## config.mk

```make
export PLATFORM = sky130hd
export DESIGN_NAME = cache_fill_fsm
export DESIGN_NICKNAME = d
export VERILOG_FILES = /design/src/rtl/cache_pkg.sv /design/src/rtl/dff_r1.sv /design/src/rtl/fill_counter.sv /design/src/rtl/cache_fill_fsm.sv
export SDC_FILE = /design/constraint.sdc
export NUM_CORES = 1
export LEC_CHECK = 0
export BUFFER_PORTS_ARGS = -buffer_cell sky130_fd_sc_hd__buf_2
export CAP_MARGIN = 20
export CORE_MARGIN = 4
export CORE_UTILIZATION = 40
export CTS_CLUSTER_DIAMETER = 100
export DETAILED_ROUTE_END_ITERATION = 10
export PLACE_DENSITY = 0.82
export SYNTH_ARGS = -nofsm -noshare
export SYNTH_HDL_FRONTEND = slang
export SYNTH_HIERARCHICAL = 1
export SYNTH_SLANG_ARGS = --single-unit
```

## constraint.sdc

```tcl
create_clock -name clk -period 1.55 [get_ports clk]
set_clock_uncertainty 0.15 [all_clocks]
set_input_delay 0.2325 -clock clk [delete_from_list [all_inputs] [get_ports clk]]
set_output_delay 0.2325 -clock clk [all_outputs]
set_load 0.01 [all_outputs]
```

## src/rtl/cache_pkg.sv

```systemverilog
// Shared cache definitions: fill FSM state encoding, block geometry and default timing.
package cache_pkg;

  typedef enum logic {
    IDLE = 1'b0,
    FILL = 1'b1
  } fill_state_t;

  localparam int unsigned DEF_WORDS_PER_BLOCK = 8;
  localparam int unsigned DEF_MEM_LATENCY     = 4;
  localparam int unsigned BLOCK_BYTES         = 2 * DEF_WORDS_PER_BLOCK;
  localparam int unsigned OFFSET_W            = $clog2(BLOCK_BYTES);

  function automatic bit is_pow2(input int unsigned v);
    return (v != 0) && ((v & (v - 1)) == 0);
  endfunction

endpackage

```

## src/rtl/dff_r1.sv

```systemverilog
// 1-bit register primitive with synchronous active-high reset.
module dff_r1 (
  input  logic i_clk,
  input  logic i_rst,
  input  logic i_d,
  output logic o_q
);

  logic r_q;

  always_ff @(posedge i_clk) begin
    if (i_rst) r_q <= 1'b0;
    else       r_q <= i_d;
  end

  assign o_q = r_q;

endmodule

```

## src/rtl/fill_counter.sv

```systemverilog
// Word counter for a block fill: synchronous clear has priority over enable.
module fill_counter #(
  parameter int unsigned CNT_W = 4
) (
  input  logic             i_clk,
  input  logic             i_rst,
  input  logic             i_clr,
  input  logic             i_en,
  output logic [CNT_W-1:0] o_cnt
);

  logic [CNT_W-1:0] r_cnt;

  always_ff @(posedge i_clk) begin
    if (i_rst || i_clr) r_cnt <= '0;
    else if (i_en)      r_cnt <= r_cnt + CNT_W'(1);
  end

  assign o_cnt = r_cnt;

endmodule

```

## src/rtl/cache_fill_fsm.sv

```systemverilog
// Cache miss controller: requests a whole block from main memory, streams the
// returned words into the data array and writes the tag with the last word.
module cache_fill_fsm
  import cache_pkg::*;
#(
  parameter int unsigned WORDS_PER_BLOCK = DEF_WORDS_PER_BLOCK,
  parameter int unsigned MEM_LATENCY     = DEF_MEM_LATENCY,
  parameter int unsigned ADDR_W          = 16
) (
  input  logic              clk,
  input  logic              rst,
  input  logic              miss_detected,
  input  logic [ADDR_W-1:0] miss_address,
  input  logic              memory_data_valid,
  output logic              fsm_busy,
  output logic              mem_read,
  output logic [ADDR_W-1:0] memory_address,
  output logic              write_data_array,
  output logic [ADDR_W-1:0] fill_address,
  output logic              write_tag_array
);

  localparam int unsigned IDX_W     = $clog2(WORDS_PER_BLOCK);
  localparam int unsigned CNT_W     = IDX_W + 1;
  localparam int unsigned BLK_OFF_W = IDX_W + 1;
  localparam logic [ADDR_W-1:0] OFF_MASK = ADDR_W'((1 << BLK_OFF_W) - 1);
  localparam logic [CNT_W-1:0]  CNT_FULL = CNT_W'(WORDS_PER_BLOCK);
  localparam logic [CNT_W-1:0]  CNT_LAST = CNT_W'(WORDS_PER_BLOCK - 1);

  if (WORDS_PER_BLOCK < 2 || !is_pow2(WORDS_PER_BLOCK)) begin : g_bad_words
    $error("WORDS_PER_BLOCK must be a power of two >= 2");
  end
  if (MEM_LATENCY == 0) begin : g_bad_latency
    $error("MEM_LATENCY must be nonzero");
  end
  if (ADDR_W <= BLK_OFF_W) begin : g_bad_addr
    $error("ADDR_W too narrow for the block offset");
  end
  if (WORDS_PER_BLOCK == DEF_WORDS_PER_BLOCK && BLK_OFF_W != OFFSET_W) begin : g_bad_pkg
    $error("block offset width disagrees with cache_pkg");
  end

  fill_state_t       w_state;
  fill_state_t       w_state_d;
  logic              w_state_q;
  logic [ADDR_W-1:0] r_block_base;
  logic [CNT_W-1:0]  w_req_cnt;
  logic [CNT_W-1:0]  w_rcv_cnt;
  logic              w_cnt_clr;
  logic              w_req_en;
  logic              w_rcv_en;
  logic [ADDR_W-1:0] w_req_off;
  logic [ADDR_W-1:0] w_rcv_off;

  dff_r1 u_state (
    .i_clk (clk),
    .i_rst (rst),
    .i_d   (w_state_d),
    .o_q   (w_state_q)
  );
  assign w_state = fill_state_t'(w_state_q);

  fill_counter #(.CNT_W(CNT_W)) u_req_cnt (
    .i_clk (clk),
    .i_rst (rst),
    .i_clr (w_cnt_clr),
    .i_en  (w_req_en),
    .o_cnt (w_req_cnt)
  );

  fill_counter #(.CNT_W(CNT_W)) u_rcv_cnt (
    .i_clk (clk),
    .i_rst (rst),
    .i_clr (w_cnt_clr),
    .i_en  (w_rcv_en),
    .o_cnt (w_rcv_cnt)
  );

  // Base has its offset bits zeroed, so OR-ing in the word offset can never carry into the tag.
  always_ff @(posedge clk) begin
    if (rst)                                   r_block_base <= '0;
    else if (w_state == IDLE && miss_detected) r_block_base <= miss_address & ~OFF_MASK;
  end

  assign w_req_off = ADDR_W'({w_req_cnt[IDX_W-1:0], 1'b0});
  assign w_rcv_off = ADDR_W'({w_rcv_cnt[IDX_W-1:0], 1'b0});

  always_comb begin
    w_state_d        = w_state;
    w_cnt_clr        = 1'b0;
    w_req_en         = 1'b0;
    w_rcv_en         = 1'b0;
    fsm_busy         = 1'b0;
    mem_read         = 1'b0;
    memory_address   = '0;
    write_data_array = 1'b0;
    fill_address     = '0;
    write_tag_array  = 1'b0;
    case (w_state)
      IDLE: begin
        w_cnt_clr = 1'b1;
        if (miss_detected) w_state_d = FILL;
      end
      FILL: begin
        fsm_busy = 1'b1;
        if (w_req_cnt < CNT_FULL) begin
          mem_read       = 1'b1;
          memory_address = r_block_base | w_req_off;
          w_req_en       = 1'b1;
        end
        if (memory_data_valid) begin
          write_data_array = 1'b1;
          fill_address     = r_block_base | w_rcv_off;
          w_rcv_en         = 1'b1;
          if (w_rcv_cnt == CNT_LAST) begin
            write_tag_array = 1'b1;
            w_state_d       = IDLE;
          end
        end
      end
      default: w_state_d = IDLE;
    endcase
  end

endmodule

```

# Yosys cells after proc, flatten, opt, wreduce, memory -nomap -nowiden
# Index checks and enable logic that the tools add are counted.
# word_totals
word_cells	30
inputBits	20
register_bits	21
# classes
add_sub_neg	2
reduce_logical	2
magnitude_cmp	1
muxes	17
eq_ne	1
n_bitwise	3
# op_table
cell	n
16-bit 2-to-1 mux	4
16-bit by 4-bit bitwise OR with 16-bit output	2
1-bit 2-to-1 mux	12
4-bit by 1-bit adder with 4-bit output (second input constant)	2
4-bit by 3-bit equality test with 1-bit output (second input constant)	1
4-bit < comparator (second input constant)	1
1-bit one-hot mux with 2 select lines	1
1-bit logical AND	1
1-bit logical OR	1
1-bit inverter	1

# Longest topological paths before layout
# depth
depth_word	4
mapped_depth	5
mapped_depth_nobuf	4

# By module
# Netlist, hierarchy kept.
# by_module_without_submodules
module	cells_each	area_per_inst_um2	n_inst	seq_area_each_um2
cache_fill_fsm	96	735.7	1	240.2
fill_counter	17	177.7	2	80.1
dff_r1	2	33.8	1	20.0

# Worst setup path before layout
# No wires, ideal clock.
# synth_path
path_type	register -> register
startpoint	register u_state.r_q, in the netlist u_state/o_q
endpoint	register u_rcv_cnt.r_cnt[3], in the netlist u_rcv_cnt/o_cnt[3]
stages_incl_launch_ff	6
period_less_slack_ns	1.750
t_arrival_ns	1.476
t_required_ns	1.277
setup_slack_ns	-0.200
cell_sequence	dfxtp_1 > buf_6 > clkbuf_1 > and2_1 > nand4_1 > mux2_1
# synth_lines
item	line_no	rtl
start: declaration	dff_r1.sv:9	logic r_q;
start signal: assignment	dff_r1.sv:13	else r_q <= i_d;
1-bit 2-to-1 mux	-	
net write_data_array	cache_fill_fsm.sv:18	output logic write_data_array,
end signal: assignment	fill_counter.sv:16	else if (i_en) r_cnt <= r_cnt + CNT_W'(1);
end: declaration	fill_counter.sv:12	logic [CNT_W-1:0] r_cnt;
# The timed path passes the listed nets, and every way through them passes these cells.
# A chain may end at the register's enable or synchronous reset.

# Worst setup path in the final report
# layout_path
startpoint	register u_state.r_q, in the netlist u_state/o_q
endpoint	output port memory_address[6]
# layout_via
elab_chain_cells	1
# layout_rtl
item	line_no	rtl
16-bit 2-to-1 mux	cache_fill_fsm.sv:99	case (w_state)
end: declaration	cache_fill_fsm.sv:17	output logic [ADDR_W-1:0] memory_address,
# Every way passes these cells.

==> results <==
- The run finished, with violations left.
- The checks that failed: setup timing.
- CTS placed an instance of sky130_fd_sc_hd__clkbuf_4 at the clock tree root.
- Broken down by cell family, the worst path's largest delay share belongs to flip-flops.
- The remaining design rule violation count is 0.
- The chip height is 61.0 um.
- The combined area of all synthesized cells is 1120 um^2.
- The I/O pin total is 56.
- Static timing analysis puts the maximum clock frequency at 593 MHz.
- The number of H-tree levels is 1.
- The clock network fraction of design power is 24.0%.
- The combined area of the multi-input logic cells is 682 um^2.
- The via density per instance is 4.94.
- The total via count after detailed routing is 1111.
- Of the cells placed in the final design, the portion with a size suffix greater than 1 is 51.3%.
- The number of violations reported at the end of detailed-routing iteration 0 is 40.
- Entering global routing, the biggest net connects 20 pins.
- The sort of element at the start of the critical path is a flop.
- For this design the ratio of total power to cell area is 622 nW/um^2.
- The internal portion of the total power is 789 uW.
- The switching portion of total power is 26.8%.
- The TritonCTS buffer count is 3.
- The fraction of the yosys area taken by sequential cells is 37.4%.
- The via count of the first global-routing pass is 1026.
- The largest individual stage delay along the critical path comes from the cell sky130_fd_sc_hd__dfxtp_4.
- For the finished layout, the period the worst path requires is 1.69 ns.
- In the final timing run, aggregate negative setup slack is -2.69 ns.
- Clock-pin slew was measured on the worst setup and hold paths at 0.11 ns.
- Final hold analysis gives a worst-case slack of 0.0107 ns.
- The leakage dissipation is 0.000857 uW.
- TritonCTS built the clock tree.
- The HPWL reported at the end of detailed placement is 1.99 mm.
- The type of the worst min-delay path is input port to flop.
- The count of cells along the worst register-to-register path is 6.
- The full die area is 3720 um^2.
- For this run the aggregate overflow at the end of global routing stands at 0.
- During synthesis, Yosys emitted a total of 6 warnings.
- The count of final setup violators is 26.
- The starting density of the core is 43.8%.
- Fill cells in the final layout number 215.
- The largest single stage delay on the critical path is 0.40 ns.
- The detail route stage leaves a number of antenna-violating nets equal to 0.
- After detailed routing, the average wire length per cell comes to 14.0 um.
- The clock latency on the worst-skew pair is 0.30 ns.
- The count of different cell masters after synthesis is 30.
- The cell count along the critical path is 5.
- The count of standard-cell rows is 18.
- Summing all flip-flop and latch instances after layout gives 424 um^2.
- The kind of end point of the critical path is an output port.
- The start-to-end type of the worst setup path is flop to output port.
- Sequential cells account for 53.7% of the total power.
- The instance count of the mapped netlist is 132.
- The power share of the combinational group is 22.3%.
- The worst-case IR drop observed on VDD is 430 uV.
- The final estimated routing congestion in global placement is 0.746.
- The data required time at the worst endpoint is 1.17 ns.
- The peak fanout along the critical path is 6.
- Power comes to 1080 uW.
- Compared with the post-synthesis result, the final layout area differs by 54.2%.
- The global-route usage over all layers is 17.0%.
- The number of hold violations in the final report came to 0.
- Along the worst hold path, the cell count comes to 3.
- Across all setup checks in the final design, the least slack found is -0.136 ns.
- The signal on the critical path passes through inv_4, nor2_4, buf_6, and2_1, buf_2.
- The synthesized area per cell is 8.52 um^2.
- Of the available clock period, the critical path in the final layout requires 109%.
- The arrival time of data at the critical path endpoint is 1.30 ns.
- The detailed-routing iteration count for the pre-antenna-repair pass is 4.
- The count of antenna diodes in the layout is 0.
- The switching component of the power is 289 uW.
- The first global-routing pass estimated 4.69 mm of wire.
- The number of antenna violations at the first check in global routing was 0.
- The final-stage net count is 218.
- The quantity of I/O buffers inserted on ports is 49.
- The die is 61.0 um wide.
- Setup repair after global routing could not meet its margin everywhere.
- The flip-flop and latch count after synthesis is 21.
- The number of buffers and inverters on the critical path is 3.
- The count of max-cap constraint violations is 0.
- For this design, the sink count on the clock tree is 21.
- The max-slew violation count is 0.
- The core region is 2570 um^2.
- Wires add up to 3.16 mm.
- The core utilization of the finished layout is 67.5%.
- The deepest clock path buffer count is 2.
## power groups by stage
stage                     sequential (uW)  clock (uW)  combinational [uW]
after detailed placement              588           0                 170
after CTS                             578         260                 208
after floorplan                       584           0                 118
after global routing                  582         280                 263
after global placement                588           0                 167
final                                 579         259                 241
## placed cells by master, fill, tap and decap left out, drive strengths merged, types with 2 or more instances in the layout
| cell | count |
|---|---|
| ha | 2 |
| or2 | 2 |
| a21oi | 14 |
| conb | 2 |
| nor2 | 7 |
| and3 | 15 |
| a21bo | 2 |
| nor3b | 2 |
| nand3b | 2 |
| nor3 | 2 |
| and2 | 16 |
| dlygate4sd3 | 4 |
| xnor2 | 2 |
| nand4 | 2 |
| nor2b | 2 |
| dfxtp | 21 |
| clkbuf | 5 |
| mux2 | 2 |
| mux2i | 2 |
| nand2 | 24 |
| buf | 62 |
## cell type report
class / instances / area share (%)
multi-input cells: 102 / 39.3
inverters: 1 / 0.361
flip-flops and latches: 21 / 24.5
well taps: 30 / 2.16
clock buffers: 4 / 1.52
repair buffers: 67 / 32.2
## flip-flops by register name (all words and copies together), names as in the netlist
| signal | count |
|---|---|
| u_req_cnt/o_cnt | 4 |
| u_rcv_cnt/o_cnt | 4 |
| u_state/o_q | 1 |
| r_block_base | 12 |
## layer usage
metal  GRT usage (%)  up-vias  share of wire [%]
met5               0        -                  0
met4            4.64        0                1.0
met3            3.98        5                6.6
met2            27.9       43                 49
met1            22.3      503                 43
li1                -      560                  -
## repair_timing
action	4_1_cts	5_1_grt
setup buffers	5	2
hold buffers	2	2
gates resized for setup	30	20
gates cloned	1	1
hold endpoints to repair	2	2
endpoints found under the setup margin	32	29
pin swaps	14	2
## worst paths after layout
path / from / to / slack [ns]
min reg2reg: r_block_base[6] / r_block_base[6] / 0.32
max reg2reg: u_state/o_q / u_req_cnt/o_cnt[3] / 0
max: u_state/o_q / memory_address[6] / -0.14
min: miss_address[6] / r_block_base[6] / 0.01
## cells by family (layout without fill, tap and decap cells)
kind of cell,after synthesis,count (layout),synth area share [%]
compound gates,16,16,8.34
xor+xnor,2,2,1.56
fa+ha+maj,2,2,2.22
buf+inv,10,72,7.12
flops,21,21,37.4
mux,4,4,3.78
other cells,1,2,0.333
simple gates,76,76,39.3
## cell usage after synthesis
cell / instances / share of area [%]
sky130_fd_sc_hd__a21bo_2: 2 / 1.8
sky130_fd_sc_hd__a21oi_1: 13 / 5.8
sky130_fd_sc_hd__a21oi_2: 1 / 0.78
sky130_fd_sc_hd__and2_1: 16 / 8.9
sky130_fd_sc_hd__and3_1: 8 / 4.4
sky130_fd_sc_hd__and3_2: 6 / 4.0
sky130_fd_sc_hd__and3_4: 1 / 1.0
sky130_fd_sc_hd__and4b_1: 1 / 0.89
sky130_fd_sc_hd__buf_4: 3 / 2.0
sky130_fd_sc_hd__buf_6: 2 / 2.0
sky130_fd_sc_hd__buf_8: 1 / 1.3
sky130_fd_sc_hd__clkbuf_1: 2 / 0.67
sky130_fd_sc_hd__conb_1: 1 / 0.33
sky130_fd_sc_hd__dfxtp_1: 21 / 37
sky130_fd_sc_hd__dlygate4sd1_1: 1 / 0.78
sky130_fd_sc_hd__ha_1: 2 / 2.2
sky130_fd_sc_hd__inv_1: 1 / 0.33
sky130_fd_sc_hd__mux2_1: 2 / 2.0
sky130_fd_sc_hd__mux2i_1: 2 / 1.8
sky130_fd_sc_hd__nand2_1: 24 / 8.0
sky130_fd_sc_hd__nand2b_4: 1 / 1.2
sky130_fd_sc_hd__nand3b_1: 2 / 1.3
sky130_fd_sc_hd__nand4_1: 2 / 1.1
sky130_fd_sc_hd__nor2_1: 6 / 2.0
sky130_fd_sc_hd__nor2_2: 1 / 0.56
sky130_fd_sc_hd__nor2b_4: 2 / 2.4
sky130_fd_sc_hd__nor3_1: 2 / 0.89
sky130_fd_sc_hd__nor3b_1: 2 / 1.3
sky130_fd_sc_hd__or2_2: 2 / 1.1
sky130_fd_sc_hd__xnor2_1: 2 / 1.6
## through the flow
stage / cell area, um^2 / setup WS, ns / std cells
floorplan: 1140 / 0.00951 / 133
global placement: 1380 / 0.0963 / 209
detailed placement: 1380 / 0.0774 / 209
CTS: 1590 / -0.111 / 220
global route: 1730 / -0.191 / 225
finish: 1730 / -0.136 / 225
## worst reg2reg max path, stage by stage, from the launching register on
cell and delay [ns]:
sky130_fd_sc_hd__dfxtp_4 0.40, sky130_fd_sc_hd__inv_4 0.04, sky130_fd_sc_hd__nor2_4 0.17, sky130_fd_sc_hd__buf_6 0.14
sky130_fd_sc_hd__buf_4 0.14, sky130_fd_sc_hd__nand4_1 0.11, sky130_fd_sc_hd__mux2_4 0.31
No activity file was read; power rests on OpenSTA's default activity.
